### src/rtl/ble_ahb_pkg.sv
// BLE PHY AHB slave shared types.
// Bus encodings and slave FSM state enum.
package ble_ahb_pkg;

  localparam logic [1:0] HTRANS_IDLE   = 2'b00;
  localparam logic [1:0] HTRANS_BUSY   = 2'b01;
  localparam logic [1:0] HTRANS_NONSEQ = 2'b10;
  localparam logic [1:0] HTRANS_SEQ    = 2'b11;

  localparam logic HRESP_OKAY  = 1'b0;
  localparam logic HRESP_ERROR = 1'b1;

  localparam logic [2:0] SIZE_WORD = 3'b010;

  typedef enum logic [2:0] {
    ST_IDLE,
    ST_WR_DATA,
    ST_RD_STALL,
    ST_RD_DATA,
    ST_ERR1,
    ST_ERR2
  } state_e;

endpackage

### src/rtl/ble_ahb_slave_if.sv
// AHB-Lite slave front-end for the BLE PHY register file.
// BLE_AHB_ERR_RESP_EN: two-cycle ERROR response on illegal transfers.
module ble_ahb_slave_if
  import ble_ahb_pkg::*;
#(
  parameter int AD     = 2,
  parameter int DEPTH  = 4,
  parameter int WIDTH  = 32,
  parameter int ADDR_W = 12
) (
  input  logic              clk,
  input  logic              reset,
  input  logic              HSEL,
  input  logic [ADDR_W-1:0] HADDR,
  input  logic [1:0]        HTRANS,
  input  logic              HWRITE,
  input  logic [2:0]        HSIZE,
  input  logic [WIDTH-1:0]  HWDATA,
  input  logic              HREADY,
  output logic              HREADYOUT,
  output logic              HRESP,
  output logic [WIDTH-1:0]  HRDATA,
  output logic              rf_write_en,
  output logic              rf_read_en,
  output logic [AD-1:0]     rf_address,
  output logic [WIDTH-1:0]  rf_wdata,
  input  logic [WIDTH-1:0]  rf_rdata
);

  localparam logic [AD:0] DEPTH_W = (AD+1)'(DEPTH);

  state_e        state;
  state_e        state_nx;
  logic [AD-1:0] lat_addr;
  logic [AD-1:0] lat_nx;
  logic [AD-1:0] idx;
  logic          accept;
  logic          valid;
  logic          illegal;

  assign idx = HADDR[AD+1:2];

  assign accept = (state != ST_RD_STALL)
               && (state != ST_ERR1);

  assign valid = HSEL && HREADY && accept
              && ((HTRANS == HTRANS_NONSEQ)
               || (HTRANS == HTRANS_SEQ));

  assign illegal = (HSIZE != SIZE_WORD)
                || (HADDR[1:0] != 2'b00)
                || (HADDR[ADDR_W-1:AD+2] != '0)
                || ({1'b0, idx} >= DEPTH_W);

  assign rf_wdata = HWDATA;
  assign HRDATA   = (state == ST_RD_DATA) ? rf_rdata : '0;

`ifdef BLE_AHB_ERR_RESP_EN
  assign HREADYOUT = (state != ST_RD_STALL)
                  && (state != ST_ERR1);
  assign HRESP = ((state == ST_ERR1) || (state == ST_ERR2))
               ? HRESP_ERROR : HRESP_OKAY;
`else
  assign HREADYOUT = (state != ST_RD_STALL);
  assign HRESP     = HRESP_OKAY;
`endif

  // Decode address phase into strobes and next state.
  always_comb begin
    state_nx    = ST_IDLE;
    lat_nx      = lat_addr;
    rf_write_en = 1'b0;
    rf_read_en  = 1'b0;
    rf_address  = idx;
    if (state == ST_RD_STALL) begin
      rf_read_en = 1'b1;
      rf_address = lat_addr;
      state_nx   = ST_RD_DATA;
    end
`ifdef BLE_AHB_ERR_RESP_EN
    else if (state == ST_ERR1) begin
      state_nx = ST_ERR2;
    end
`endif
    else if (valid) begin
      if (illegal) begin
`ifdef BLE_AHB_ERR_RESP_EN
        state_nx = ST_ERR1;
`else
        state_nx = ST_IDLE;
`endif
      end else if (HWRITE) begin
        rf_write_en = 1'b1;
        state_nx    = ST_WR_DATA;
      end else if (state == ST_WR_DATA) begin
        lat_nx   = idx;
        state_nx = ST_RD_STALL;
      end else begin
        rf_read_en = 1'b1;
        state_nx   = ST_RD_DATA;
      end
    end
  end

  // State and stalled-read address registers.
  always_ff @(posedge clk or negedge reset) begin
    if (!reset) begin
      state    <= ST_IDLE;
      lat_addr <= '0;
    end else begin
      state    <= state_nx;
      lat_addr <= lat_nx;
    end
  end

endmodule

### config.mk
export PLATFORM = sky130hd
export DESIGN_NAME = ble_ahb_slave_if
export DESIGN_NICKNAME = d
export VERILOG_FILES = /design/src/rtl/ble_ahb_pkg.sv /design/src/rtl/ble_ahb_slave_if.sv
export SDC_FILE = /design/constraint.sdc
export NUM_CORES = 1
export LEC_CHECK = 0
export ABC_AREA = 1
export CAP_MARGIN = 10
export CORE_MARGIN = 4
export CORE_UTILIZATION = 21
export CTS_CLUSTER_SIZE = 25
export DETAILED_ROUTE_END_ITERATION = 10
export PLACE_DENSITY = 0.82
export SETUP_SLACK_MARGIN = 0.4
export SLEW_MARGIN = 20
export SYNTH_ARGS = -nofsm -noshare
export SYNTH_HDL_FRONTEND = slang
export SYNTH_SLANG_ARGS = --single-unit
### constraint.sdc
create_clock -name clk -period 1.3 [get_ports clk]
set_input_delay 0.26 -clock clk [delete_from_list [all_inputs] [get_ports clk]]
set_output_delay 0.26 -clock clk [all_outputs]
set_load 0.005 [all_outputs]
Word-level counts from Yosys, hierarchy flattened --
Index checks and enable logic that the tools add are counted.
Storage, ports and cells: memory bits (read-only) 0, memories kept 0, latch bits 0, input bits 86, register bits after elaboration 5, RAM bits 0
Cells by class: shift-type cells 0, reduce and logical (&&, ||, !) cells 10, muxes and demuxes 16, bitwise gates (word level) 3, equality and inequality tests 8, $lt $le $gt $ge 0, divide/modulo/power cells 0, multipliers 0, $add $sub $neg 0
Operator list (number):
- $mux W32 | 1
- $mux W1 | 10
- $mux W2 | 5
- $reduce_bool A8 Y1 | 1
- $eq A3 B2 Y1 const B | 2
- $ne A3 B2 Y1 const B | 2
- $reduce_and A5 Y1 | 1
- $eq A2 B2 Y1 const B | 2
- $logic_and A1 B1 Y1 | 4
- $eq A3 B1 Y1 const B | 1
- $logic_or A1 B1 Y1 | 3
- $ne A3 B3 Y1 const B | 1
- $not A1 Y1 | 3
- $reduce_bool A2 Y1 | 1

Longest topological paths before layout --
depth after elaboration 6, gate-level depth with buffers 8

Least setup slack after synthesis --
OpenSTA, ideal clock, no wires.
path kind register -> output, start point register state[1], end point output port rf_read_en, setup slack 139 ps, data arrival time 901 ps, cell stages (with the launch flop) 8, cell sequence dfrtp_1 -> inv_1 -> nor2_4 -> inv_2 -> nand2_1 -> nor2_1 -> nand4_1 -> nand2_1
Between the ends: word-level cells in the longest chain between the ends 6, elaborated cells on any way between the ends 12
Ends and longest elaborated chain:
- start, declared | line ble_ahb_slave_if.sv:32 | state_e state;
- start signal, assigned | line ble_ahb_slave_if.sv:111 | state <= state_nx;
- $ne A3 B2 Y1
- named net HREADYOUT | line ble_ahb_slave_if.sv:20 | output logic HREADYOUT,
- $logic_and A1 B1 Y1 | line ble_ahb_slave_if.sv:44 | && (state != ST_ERR1);
- $logic_and A1 B1 Y1 | line ble_ahb_slave_if.sv:46 | assign valid = HSEL && HREADY && accept
- $logic_and A1 B1 Y1 | line ble_ahb_slave_if.sv:47 | && ((HTRANS == HTRANS_NONSEQ)
- $mux W1 | line ble_ahb_slave_if.sv:85 | else if (valid) begin
- $mux W1 | line ble_ahb_slave_if.sv:75 | if (state == ST_RD_STALL) begin
- end, declared | line ble_ahb_slave_if.sv:24 | output logic rf_read_en,
The timed path passes the listed nets, and every way through them passes these cells.

Final worst setup path --
start point register state[0], end point output port rf_write_en
Between the ends: word-level cells in the longest chain between the ends 6, elaborated cells on any way between the ends 8
Ends and longest elaborated chain:
- $ne A3 B2 Y1 or $ne A3 B3 Y1 (tied branches) | line ble_ahb_slave_if.sv:43, ble_ahb_slave_if.sv:44
- $logic_and A1 B1 Y1 | line ble_ahb_slave_if.sv:44
- $logic_and A1 B1 Y1 | line ble_ahb_slave_if.sv:46
- $logic_and A1 B1 Y1 | line ble_ahb_slave_if.sv:47
- $mux W1 | line ble_ahb_slave_if.sv:85
- $mux W1 * | line ble_ahb_slave_if.sv:75
- end, declared | line ble_ahb_slave_if.sv:23 | output logic rf_write_en,
Mark *: on every way between the ends. The rest lies on a longest branch, timed or not.

==> run_results.csv <==
group,metric,value,unit
setup_path,crit_slowest_cell,"dfrtp_1",
drt,via_per_inst,4.10,
clock_network,clockBufferDepth,2,
grt,antenna_found_initial,0,
drt,wl_per_cell,12.3,um
placement,dp_slack,-0.707,ns
floorplan,rows,23,
synth,synth_area_leaders,"buf_4, nor2_1, inv_1",
floorplan,die_w,72.5,um
setup_path,rrSetupSlack,-0.18,ns
clock_network,h-tree-depth,1,
layout,fillCellCount,385,
grt,grt_pass1_vias,1123,
layout,drive_above_1_share,0.494,
synth,synth_top_family_by_area,"buffers and inverters",
timing,post-route-period-util,1.19,
grt,grt_remaining_overflow,0,
clock_network,cts_tree,"built",
synth,synthSimpleGateAreaFrac,0.396,
power,peakVddDrop,0.000650,V
placement,gp_congestion,0.748,
layout,syn2layout_area_growth,133,%
grt,grt_max_degree,9,
setup_path,endpoint_kind,"output port",
synth,yosysWarnings,0,
synth,syn-num-nets,249,
run_status,outcome,"finished with violations",
min_path,hold_path.class,"in2async",
placement,port_buffers,89,
setup_path,worstSetupPathType,"reg2out",
synth,synthAdderAreaFrac,0,
clock_network,clk_latency,0.21,ns
setup_path,reg2reg_from,"state[0]",
power,p_total,0.000632,W
drt,initialDrtViolationCount,10,
floorplan,coreArea,0.00400,mm^2
setup_path,r2r-end,"lat_addr[1]",
synth,syn_area,875,um^2
synth,synth_xor_area_frac,0,
grt,track_usage,0.120,
setup_path,crit_fanout,3,
drt,ant_nets,0,
timing,slew_viol_final,0,
clock_network,path_clk_slew,0.03,ns
floorplan,die_height,72.5,um
placement,dp.cells,278,
synth,synth_top_area_frac,0.283,
setup_path,slowest_delay,0.38,ns
timing,fmax,0.647,GHz
drt,firstDrtPassIters,2,
synth,ys_ff_latch,4,
setup_path,path_buf_inv,3,
floorplan,start_util,0.219,
drt,dr_total_vias,1217,
layout,seq_area,100,um^2
power,p_leak,1.13,nW
clock_network,clkSinkCount,4,
synth,synth.distinct_cells,16,
clock_network,hold_buffers,0,
floorplan,die_area,0.00526,mm^2
setup_path,cp-start-kind,"register",
setup_path,ff2ff_path_depth,11,
floorplan,io_pins,156,
synth,postSynthAreaPerCell,5.37,um^2
timing,finClkSkew,0.00250,ns
setup_path,cp.required,1.04,ns
run_status,violations,"setup timing",
power,power_density,310,mW/mm^2
synth,synth_top_area_cell,"buf_4",
synth,synth_common_cells,"nor2_1, inv_1, buf_4",
synth,synth-edff-count,0,
timing,setup_viol,39,
drt,drt_wl_total,3660,um
synth,yosys.cell_count.top_type,"nor2_1",
timing,whs,0.246,ns
synth,async_flop_share,1.00,
setup_path,path_cells,"buf_6 > nor2_4 > buf_6 > nor2_4 > nand3_2 > nor2_2 > buf_2",
timing,layout_setup_ws,-0.246,ns
grt,grt_pass1_wl,5040,um
clock_network,cts-root-buf,"clkbuf_8",
clock_network,cts_buffers,3,
placement,hpwl,2570,um
synth,ys.flop_type,"dfrtp_1",
setup_path,critical-path-top-delay-family,"flip-flops",
layout,multiInputGateArea,628,um^2
timing,rsz0062_at_grt,"yes",
timing,finalHoldViolations,0,
run,drv_cap,0,
layout,final_cells,297,
layout,nets,335,
setup_path,cp.arrival,1.29,ns
synth,yosysSeqAreaShare,0.114,
synth,muxShareOfSynthArea,0,
layout,num_antenna_cells,0,
synth,synth-compound-area-share,0.0172,
timing,fin_tns_setup,-5.60,ns
timing,finalCriticalPeriod,1.55,ns
synth,syn_inst,163,
drt,drc_errors,0,
==> layer usage <==
| layer | up-vias | global-route usage | part of all wire | wire [um] |
|---|---|---|---|---|
| met2 | 67 | 0.206 | 0.52 | 1910 |
| met1 | 550 | 0.127 | 0.35 | 1270 |
| met3 | 0 | 0.0776 | 0.13 | 476 |
| li1 | 600 | - | - | - |
| met5 | - | 0 | 0 | 0 |
| met4 | 0 | 0.0123 | 0 | 0 |
==> area by class of cell <==
class                   count  area share
flip-flops and latches      4      0.0491
multi-input cells          84       0.308
clock buffers               3      0.0203
well taps                  50      0.0307
inverters                  39      0.0731
repair buffers            117       0.518
==> sequential cells by signal (all words and copies together) (netlist names) <==
signal    flops
lat_addr      2
state         2
==> worst register-to-register path, cell delays in order (launching register included) <==
cell and delay, ns:
dfrtp_1 0.40, buf_6 0.13, nor2_4 0.15, buf_6 0.13
nor2_4 0.04, buf_4 0.12, buf_6 0.10, buf_6 0.10
inv_2 0.04, nor2_2 0.04, nand3_1 0.07, nand2_1 0.05
==> how the worst max path moves through the flow <==
stage / start / endpoint / slack [ns] / cells past startpoint
finish: state[0] / rf_write_en / -0.25 / 7
global route: state[0] / rf_write_en / -0.32 / 7
CTS: state[0] / rf_read_en / -0.26 / 8
detailed placement: HSIZE[1] / rf_write_en / -0.71 / 8
global placement: HSIZE[1] / rf_write_en / -0.71 / 8
floorplan: state[0] / rf_read_en / 0.17 / 6
==> through the flow <==
step / area [um^2] / util
floorplan: 882 / -
global placement: 1680 / 0.419
detailed placement: 1680 / 0.419
CTS: 1790 / 0.447
global route: 2040 / 0.509
finish: 2040 / 0.509
==> report_power, final <==
part           internal [W]  switching (W)
combinational      0.000159      0.0000954
clock              0.000196      0.0000547
sequential         0.000126   0.0000000406
==> layout by cell type, fill, tap and decap left out, types with 4 or more instances in the layout <==
cell,n
buf_6,14
clkdlybuf4s50_1,37
nor2_2,8
buf_4,13
nor2_1,11
dfrtp_1,4
nor2_4,31
inv_1,36
nand2_2,6
buf_2,34
dlymetal6s2s_1,7
dlygate4sd2_1,8
nand2_1,16
==> cell families (layout without fill, tap and decap cells) <==
| group | Yosys count | after routing |
|---|---|---|
| buffers and inverters | 75 | 159 |
| DFF | 4 | 4 |
| and+or+nand+nor | 80 | 80 |
| other | 1 | 1 |
| AOI/OAI and AO/OA | 3 | 3 |
==> repair_timing <==
item / in CTS / in global routing
endpoints found under the setup margin: 41 / 41
setup buffers: 10 / 3
pin swaps: 17 / 16
gates cloned: 3 / 0
resized for setup: 194 / 58
Power figures use the tool's default switching activity.
